## config.mk

```make
export PLATFORM = sky130hd
export DESIGN_NAME = pokey_timer_pair
export DESIGN_NICKNAME = d
export VERILOG_FILES = /design/src/rtl/pokey_timer_pair.sv
export SDC_FILE = /design/constraint.sdc
export NUM_CORES = 1
export LEC_CHECK = 0
export CAP_MARGIN = 0
export CORE_MARGIN = 10
export CORE_UTILIZATION = 55
export CTS_CLUSTER_DIAMETER = 40
export DETAILED_ROUTE_END_ITERATION = 16
export DONT_BUFFER_PORTS = 1
export PLACE_DENSITY = 0.7
export SETUP_SLACK_MARGIN = 0.02
export SYNTH_ARGS = -nofsm -noshare
export SYNTH_HDL_FRONTEND = slang
export SYNTH_SLANG_ARGS = --single-unit
```

## constraint.sdc

```tcl
create_clock -name clk -period 6.3 [get_ports clk]
set_clock_uncertainty 0.2 [all_clocks]
set_input_delay 1.26 -clock clk [delete_from_list [all_inputs] [get_ports clk]]
set_output_delay 1.26 -clock clk [all_outputs]
set_load 0.05 [all_outputs]
```

## src/rtl/pokey_timer_pair.sv

```systemverilog
// One POKEY audio timer pair: two 8-bit countdown channels that can be linked into one 16-bit channel.
// Optional interrupt flags are enabled by defining TIMER_IRQ_EN.
module pokey_timer_pair #(
    parameter int FAST_ADJ_8  = 3,
    parameter int FAST_ADJ_16 = 6
) (
    input  logic       clk,
    input  logic       reset_n,
    input  logic       enable_179,
    input  logic       enable_base,
    input  logic       sel_fast_lo,
    input  logic       sel_fast_hi,
    input  logic       link,
    input  logic       audf_lo_wr,
    input  logic       audf_hi_wr,
    input  logic [7:0] data_in,
    input  logic       stimer_wr,
    input  logic       init,
    output logic       out_lo_pulse,
    output logic       out_hi_pulse,
    output logic       out_lo_sq,
`ifdef TIMER_IRQ_EN
    output logic       out_hi_sq,
    input  logic [1:0] irq_clr,
    output logic [1:0] irq
`else
    output logic       out_hi_sq
`endif
);

    logic [7:0]  audf_lo_q, audf_lo_d;
    logic [7:0]  audf_hi_q, audf_hi_d;
    logic [16:0] cnt_lo_q, cnt_lo_d;
    logic [8:0]  cnt_hi_q, cnt_hi_d;
    logic        lo_pulse_q, lo_pulse_d;
    logic        hi_pulse_q, hi_pulse_d;
    logic        lo_sq_q, lo_sq_d;
    logic        hi_sq_q, hi_sq_d;
    logic        en_lo, en_hi;

    function automatic logic [8:0] reload8(input logic [7:0] audf, input logic fast);
        return {1'b0, audf} + (fast ? 9'(FAST_ADJ_8) : 9'd0);
    endfunction

    function automatic logic [16:0] reload16(input logic [7:0] hi, input logic [7:0] lo,
                                             input logic fast);
        return {1'b0, hi, lo} + (fast ? 17'(FAST_ADJ_16) : 17'd0);
    endfunction

    // The lo counter is 17 bits so it can carry the whole linked count; unlinked it keeps only 9 bits.
    always_comb begin
        audf_lo_d  = audf_lo_wr ? data_in : audf_lo_q;
        audf_hi_d  = audf_hi_wr ? data_in : audf_hi_q;
        en_lo      = sel_fast_lo ? enable_179 : enable_base;
        en_hi      = sel_fast_hi ? enable_179 : enable_base;
        cnt_lo_d   = link ? cnt_lo_q : {8'd0, cnt_lo_q[8:0]};
        cnt_hi_d   = cnt_hi_q;
        lo_pulse_d = 1'b0;
        hi_pulse_d = 1'b0;
        lo_sq_d    = lo_sq_q;
        hi_sq_d    = hi_sq_q;

        if (init || stimer_wr) begin
            cnt_lo_d = link ? reload16(audf_hi_d, audf_lo_d, sel_fast_lo)
                            : {8'd0, reload8(audf_lo_d, sel_fast_lo)};
            cnt_hi_d = reload8(audf_hi_d, sel_fast_hi);
            if (stimer_wr) begin
                lo_sq_d = 1'b0;
                hi_sq_d = 1'b0;
            end
        end else if (link) begin
            if (en_lo) begin
                if (cnt_lo_q == 17'd0) begin
                    cnt_lo_d   = reload16(audf_hi_q, audf_lo_q, sel_fast_lo);
                    hi_pulse_d = 1'b1;
                    hi_sq_d    = ~hi_sq_q;
                end else begin
                    cnt_lo_d = cnt_lo_q - 17'd1;
                end
            end
        end else begin
            if (en_lo) begin
                if (cnt_lo_q[8:0] == 9'd0) begin
                    cnt_lo_d   = {8'd0, reload8(audf_lo_q, sel_fast_lo)};
                    lo_pulse_d = 1'b1;
                    lo_sq_d    = ~lo_sq_q;
                end else begin
                    cnt_lo_d = {8'd0, cnt_lo_q[8:0] - 9'd1};
                end
            end
            if (en_hi) begin
                if (cnt_hi_q == 9'd0) begin
                    cnt_hi_d   = reload8(audf_hi_q, sel_fast_hi);
                    hi_pulse_d = 1'b1;
                    hi_sq_d    = ~hi_sq_q;
                end else begin
                    cnt_hi_d = cnt_hi_q - 9'd1;
                end
            end
        end
    end

    always_ff @(posedge clk or negedge reset_n) begin
        if (!reset_n) begin
            audf_lo_q  <= 8'd0;
            audf_hi_q  <= 8'd0;
            cnt_lo_q   <= 17'd0;
            cnt_hi_q   <= 9'd0;
            lo_pulse_q <= 1'b0;
            hi_pulse_q <= 1'b0;
            lo_sq_q    <= 1'b0;
            hi_sq_q    <= 1'b0;
        end else begin
            audf_lo_q  <= audf_lo_d;
            audf_hi_q  <= audf_hi_d;
            cnt_lo_q   <= cnt_lo_d;
            cnt_hi_q   <= cnt_hi_d;
            lo_pulse_q <= lo_pulse_d;
            hi_pulse_q <= hi_pulse_d;
            lo_sq_q    <= lo_sq_d;
            hi_sq_q    <= hi_sq_d;
        end
    end

    assign out_lo_pulse = lo_pulse_q;
    assign out_hi_pulse = hi_pulse_q;
    assign out_lo_sq    = lo_sq_q;
    assign out_hi_sq    = hi_sq_q;

`ifdef TIMER_IRQ_EN
    logic [1:0] irq_q, irq_d;

    // Flags rise together with the pulse outputs; a set beats a clear in the same cycle.
    always_comb begin
        irq_d = irq_q & ~irq_clr;
        if (lo_pulse_d) irq_d[0] = 1'b1;
        if (hi_pulse_d) irq_d[1] = 1'b1;
        if (init)       irq_d    = 2'b00;
    end

    always_ff @(posedge clk or negedge reset_n) begin
        if (!reset_n) irq_q <= 2'b00;
        else          irq_q <= irq_d;
    end

    assign irq = irq_q;
`endif

endmodule

```

==> results of run 1 <==
where the power goes:
part	internal [µW]	switching, µW	total [µW]
sequential	328	59.6	387
clock	88.4	108	196
combinational	102	130	231
total	518	297	815
kinds of logic after synthesis:
kind of cell	synth area share, %
fa+ha+maj	7.036
mux	5.791
compound gates	18.00
buf+inv	5.791
xor+xnor	10.24
simple gates	24.50
flops	28.64
registers in the layout, summed over array words and instances (netlist names):
register	count
out_lo_pulse	1
audf_hi_q	8
out_hi_sq	1
out_lo_sq	1
out_hi_pulse	1
audf_lo_q	8
cnt_lo_q	17
cnt_hi_q	9
worst max path at each step:
stage | slack, ps | end | start | cells past startpoint
floorplan | 2890 | cnt_lo_q[15] | audf_lo_wr | 11
global placement | 2920 | cnt_lo_q[15] | audf_lo_wr | 10
detailed placement | 2890 | cnt_lo_q[8] | audf_lo_wr | 8
CTS | 3200 | cnt_lo_q[8] | audf_lo_wr | 8
global route | 2950 | cnt_lo_q[10] | audf_lo_wr | 9
finish | 3150 | cnt_lo_q[8] | audf_lo_wr | 8
metrics by stage:
step           util (%)  hold slack (ps)
6_report          57.23            387.5
5_1_grt           57.23            429.6
4_1_cts           57.23            391.1
3_5_place_dp      55.90            377.8
2_1_floorplan         -            332.4
3_3_place_gp      55.90            373.1
final cells by class:
type,count,area (µm²)
well taps,99,123.9
inverters,23,86.33
repair buffers,2,15.01
flip-flops and latches,46,1151
fillers,657,3069
clock inverters,2,12.51
multi-input cells,379,2635
clock buffers,6,82.58
Yosys cell counts, drive strengths merged, types with 2 or more instances:
master / n
a211oi: 5
a21o: 2
a21oi: 26
a22oi: 5
a31oi: 7
a32oi: 4
and2: 3
and3: 2
and4: 4
buf: 16
clkbuf: 12
dfrtp: 46
fa: 6
ha: 13
inv: 22
mux2: 7
mux2i: 15
nand2: 36
nand3: 29
nand3b: 2
nand4: 5
nor2: 40
nor2b: 5
nor3: 19
nor3b: 6
nor4: 9
o211ai: 8
o21ai: 25
o221ai: 6
o22ai: 7
o311ai: 3
o31ai: 3
or2: 3
or3: 8
or3b: 2
or4: 2
xnor2: 31
xor2: 16
worst max-delay path: stages:
cell and delay [ps]:
mux2i_1 470, inv_1 130, ha_1 300, a21oi_1 270, nor3_1 100, xnor2_1 220, nor2_1 70, a311o_1 330
routing by layer:
metal	routed length (µm)	share of wire [%]
met1	4956	44
met2	4858	43
met3	1203	11
met4	187	1.7
met5	0	0
==> impl_metrics.tcl, run 1 <==
set metrics [dict create \
    ys_types 66 \
    drcViolationCount 0 \
    synth_cells 476 \
    endpoint_kind "flip-flop" \
    setup_slack_ps 3154 \
    synthArstFlopShare_pct 100.0 \
    drive_gt1_share_pct 6.769 \
    ys_ff_latch 46 \
    maxCapViolations 0 \
    rrSetupSlack_ps 3420 \
    crit_type "input port to flip-flop" \
    r2r_end "cnt_lo_q[5]" \
    post_cts_resized 0 \
    fin_setup_tns_ps 0 \
    antenna_cells 0 \
    rsz0062_at_grt "no" \
    clk_pin_slew_ps 90 \
    port_buffers 0 \
    status "complete, no violations" \
    gr-total-overflow 0 \
    synth_area_leaders "dfrtp_1 29%, xnor2_1 6.8%, ha_1 4.0%" \
    cts_buffer_depth 2 \
    relSlewSlack_pct 36.58 \
    syn_area_per_cell_um2 8.443 \
    synth_area_leader_cell "dfrtp_1" \
    fin_cells 557 \
    final_nets 495 \
    drtIter0Drc 268 \
    first_pass_iters 5 \
    start_util_pct 56.01 \
    crit_required_ps 6290 \
    syn-num-nets 514 \
    tightest_slew_ps 951.3 \
    place_area_um2 4011 \
    gr-usage-met2_pct 29.69 \
    wl_per_cell_um 20.12 \
    power.density_nw_per_um2 198.4 \
    place_ws_ps 2888 \
    final_cell_area_um2 4106 \
    layout_common_cells "46 x dfrtp_1, 40 x nor2_1, 36 x nand2_1, 31 x xnor2_1, 29 x nand3_1" \
    synth_edf_count 0 \
    grt_use_met3_pct 7.186 \
    vdd_ir_drop_max_mv 0.1185 \
    grt_pass1_vias 3576 \
    design.core.area_um2 7176 \
    grtUsageTotal_pct 20.33 \
    hold_path_class "flip-flop to flip-flop" \
    antenna_left 0 \
    cp_max_fo 11 \
    totalWireLength_um 11210 \
    cts_sinks 46 \
    hp-start "cnt_hi_q[0]" \
    finalHoldViolCount 0 \
    htree_levels 2 \
    grt_max_degree 47 \
    syn_to_final_growth_pct 2.179 \
    cp.arrival_ps 3140 \
    reg2reg_from "cnt_lo_q[0]" \
    layout_commonest_cell "dfrtp_1" \
    finalPower_uw 814.8 \
    cts_tree "built" \
    fmax_mhz 317.9 \
    rr_worst_depth 7 \
    cts_setup_buffers 0 \
    rows 31 \
    die-height_um 105.5 \
    ys_seq_area_share_pct 28.64 \
    routabilityCongestion 0.8853 \
    dieWidth_um 105.5 \
    cts-root-buf "clkbuf_8" \
    netlist_area_um2 4019 \
    cts_made_buffers 5 \
    dr_total_vias 3614 \
    synth_top_area_share_pct 28.64 \
    hold_buffers 0 \
    hold_depth 2 \
    start_kind "input port" \
    top_usage_layer "met2" \
    vias_per_cell 6.488 \
    yosys_warnings 0 \
    min_period_over_period_pct 49.93 \
    p_leak_uw 0.001540 \
    report.final.setup_viol 0 \
    period_needed_ps 3146 \
    ioPinCount 23 \
    place_inst 549 \
    hpwl_um 8335 \
    synth_ff_type "dfrtp_1" \
    clock_latency_ps 300 \
    grt_pass1_wl_um 18680 \
    antenna_found_initial 0 \
    dieArea_um2 11130 \
    hold_end "cnt_hi_q[0]" \
    final_max_slew_viol_count 0 \
    grtUsageMet1_pct 27.90 \
]
(Power assumes the default switching activity.)
==> run 2: changes to the inputs <==
- clock period: 6.3 -> 3 ns (I/O delays scaled with it)
==> run 2 against run 1 <==
First-iteration DRC count up 60%. Sequential power rose by 110%. Combinational power up 120%. Utilization rose by 1.6 points. Cell count increased by 1.8%. Non-clock buffer count rose by 9. Count of clock-buffer cells in the layout increased by 1. Wire length increased by 0.79%. Clock power grew 140%. Sequential share of layout area down 0.77 points. Register-to-register slack got worse by 3100 ps.
==> impl_metrics.tcl, run 2 (synthesis results as in run 1) <==
set metrics [dict create \
    regMostFlops "cnt_lo_q" \
    largest_register_ff_count 17 \
    power.share.sequential_pct 45.2 \
    switching_power_uw 637.1 \
    final_cell_area_um2 4223 \
    final_nets 504 \
    dieArea_um2 11130 \
    grt_pass1_wl_um 18550 \
    hpwl_um 8420 \
    start_kind "flip-flop" \
    report.final.setup_viol 0 \
    dr_total_vias 3699 \
    design.core.area_um2 7176 \
    crit_required_ps 2990 \
    syn_to_final_growth_pct 5.075 \
    rsz0062_at_grt "no" \
    cts_setup_buffers 0 \
    final_max_slew_viol_count 0 \
    cts_buffer_depth 2 \
    relSlewSlack_pct 56.44 \
    cp.arrival_ps 2690 \
    die-height_um 105.5 \
    p_clk_share_pct 26.4 \
    tightest_slew_ps 647.4 \
    holdWs_ps 149.9 \
    antenna_found_initial 1 \
    period_needed_ps 2693 \
    status "complete, no violations" \
    cts_sinks 46 \
    drive_gt1_share_pct 7.923 \
    dieWidth_um 105.5 \
    place_area_um2 4076 \
    routabilityCongestion 0.8888 \
    top_regs "cnt_lo_q (17), cnt_hi_q (9)" \
    endpoint_kind "flip-flop" \
    rows 31 \
    crit_type "flip-flop to flip-flop" \
    cts_made_buffers 5 \
    p_leak_uw 0.001600 \
    fin_cells 567 \
    min_period_over_period_pct 89.78 \
    grt_max_degree 47 \
    crit_chain "mux2i_1, inv_1, ha_1, a21oi_1, nor3_1, xnor2_1, nor2_1, a311o_1" \
    totalWireLength_um 11300 \
    cts-root-buf "clkbuf_8" \
    port_buffers 0 \
    cp_num_buf_inv 1 \
    fmax_mhz 371.3 \
    grtUsageTotal_pct 20.42 \
    start_util_pct 56.01 \
    drcViolationCount 0 \
    finalHoldViolCount 0 \
    antenna_left 0 \
    cts_tree "built" \
    fillers 662 \
    maxCapViolations 0 \
    layout_commonest_cell "dfrtp_1" \
    p_int_uw 1160 \
    wl_per_cell_um 19.92 \
    pwr-share-comb_pct 28.4 \
    ioPinCount 23 \
    netSwitchingFraction_pct 35.46 \
    layout_common_cells "46 x dfrtp_1, 40 x nor2_1, 36 x nand2_1, 31 x xnor2_1, 29 x nand3_1" \
    path_delay_family "compound AO/OA/AOI/OAI gates" \
    hold_path_class "input port to flip-flop" \
    first_pass_iters 5 \
    max_stage_delay_ps 520 \
    clk_pin_slew_ps 90 \
    fin_setup_tns_ps 0 \
    power.density_nw_per_um2 425.5 \
    drtIter0Drc 430 \
    cp_max_fo 8 \
    slowest_stage "dfrtp_1" \
    gr-total-overflow 0 \
    grt_pass1_vias 3489 \
    vdd_ir_drop_max_mv 0.2585 \
    htree_levels 2 \
    clock_latency_ps 300 \
    vias_per_cell 6.524 \
    place_inst 556 \
]
==> run 2: changes by cell type in the layout (fill, tap and decap cells not counted), sizes merged <==
| cell | before | now |
|---|---|---|
| buf | 2 | 10 |
| bufinv | 0 | 1 |
| clkbuf | 6 | 7 |
| clkinv | 2 | 1 |
| clkinvlp | 1 | 0 |
| diode | 0 | 1 |
| dlygate4sd3 | 0 | 1 |
==> run 2: per-layer routing <==
layer / vias to the layer above / share of wire [%] / global-route usage [%]
li1: 1718 / - / -
met1: 1789 / 45 / 29.26
met2: 173 / 44 / 29.42
met3: 19 / 9.5 / 5.968
met4: 0 / 1.4 / 4.706
met5: - / 0 / 0
==> run 2: worst paths after layout <==
| check | slack, ps | depth (start not counted) | end | from |
|---|---|---|---|---|
| max in group asynchronous | 1770 | 2 | cnt_lo_q[6] | reset_n |
| setup / recovery | 310 | 8 | cnt_lo_q[8] | audf_lo_q[2] |
| hold reg to reg | 400 | 2 | cnt_hi_q[1] | cnt_hi_q[1] |
| setup reg to reg | 310 | 8 | cnt_lo_q[8] | audf_lo_q[2] |
| min in group asynchronous | 620 | 2 | cnt_hi_q[7] | reset_n |
| hold / removal | 150 | 1 | out_hi_sq | stimer_wr |
==> run 2: area by class of cell <==
cell class	count	area, µm²	share of cell area, %
antenna	1	2.502	0.05926
clock buffer	7	76.32	1.807
clock inverter	1	30.03	0.7111
inverter	23	86.33	2.044
multi-input combinational	379	2635	62.40
sequential	46	1151	27.26
tap	99	123.9	2.933
timing repair buffer	11	117.6	2.785
==> run 2: worst reg2reg max path, stage by stage, from the launching register on <==
cell	delay, ps
dfrtp_1	520
mux2i_1	470
inv_1	140
ha_1	300
a21oi_1	290
nor3_1	110
xnor2_1	190
nor2_1	60
a311o_1	310
==> run 2: what timing repair did <==
| action | in CTS | in global routing |
|---|---|---|
| hold buffers | 2 | 0 |
| hold endpoints to repair | 46 | 0 |
| gates resized for setup | 0 | 0 |
==> run 2: through the flow <==
stage / power, µW / utilization (%) / worst slack (ps)
final: 1797 / 58.85 / 306.7
after global routing: 1898 / 58.85 / 102.8
after CTS: 1791 / 58.81 / 348.9
after detailed placement: 1305 / 56.81 / 245.4
after global placement: 1291 / 56.81 / 280.6
after floorplan: 1196 / - / 252.6
==> run 2: power by group through the flow <==
stage / Clock, µW / Combinational (µW) / Sequential [µW]
after floorplan: 0 / 432 / 764
after global placement: 0 / 474 / 817
after detailed placement: 0 / 485 / 820
after CTS: 478 / 506 / 807
after global routing: 499 / 575 / 824
final: 473 / 511 / 812
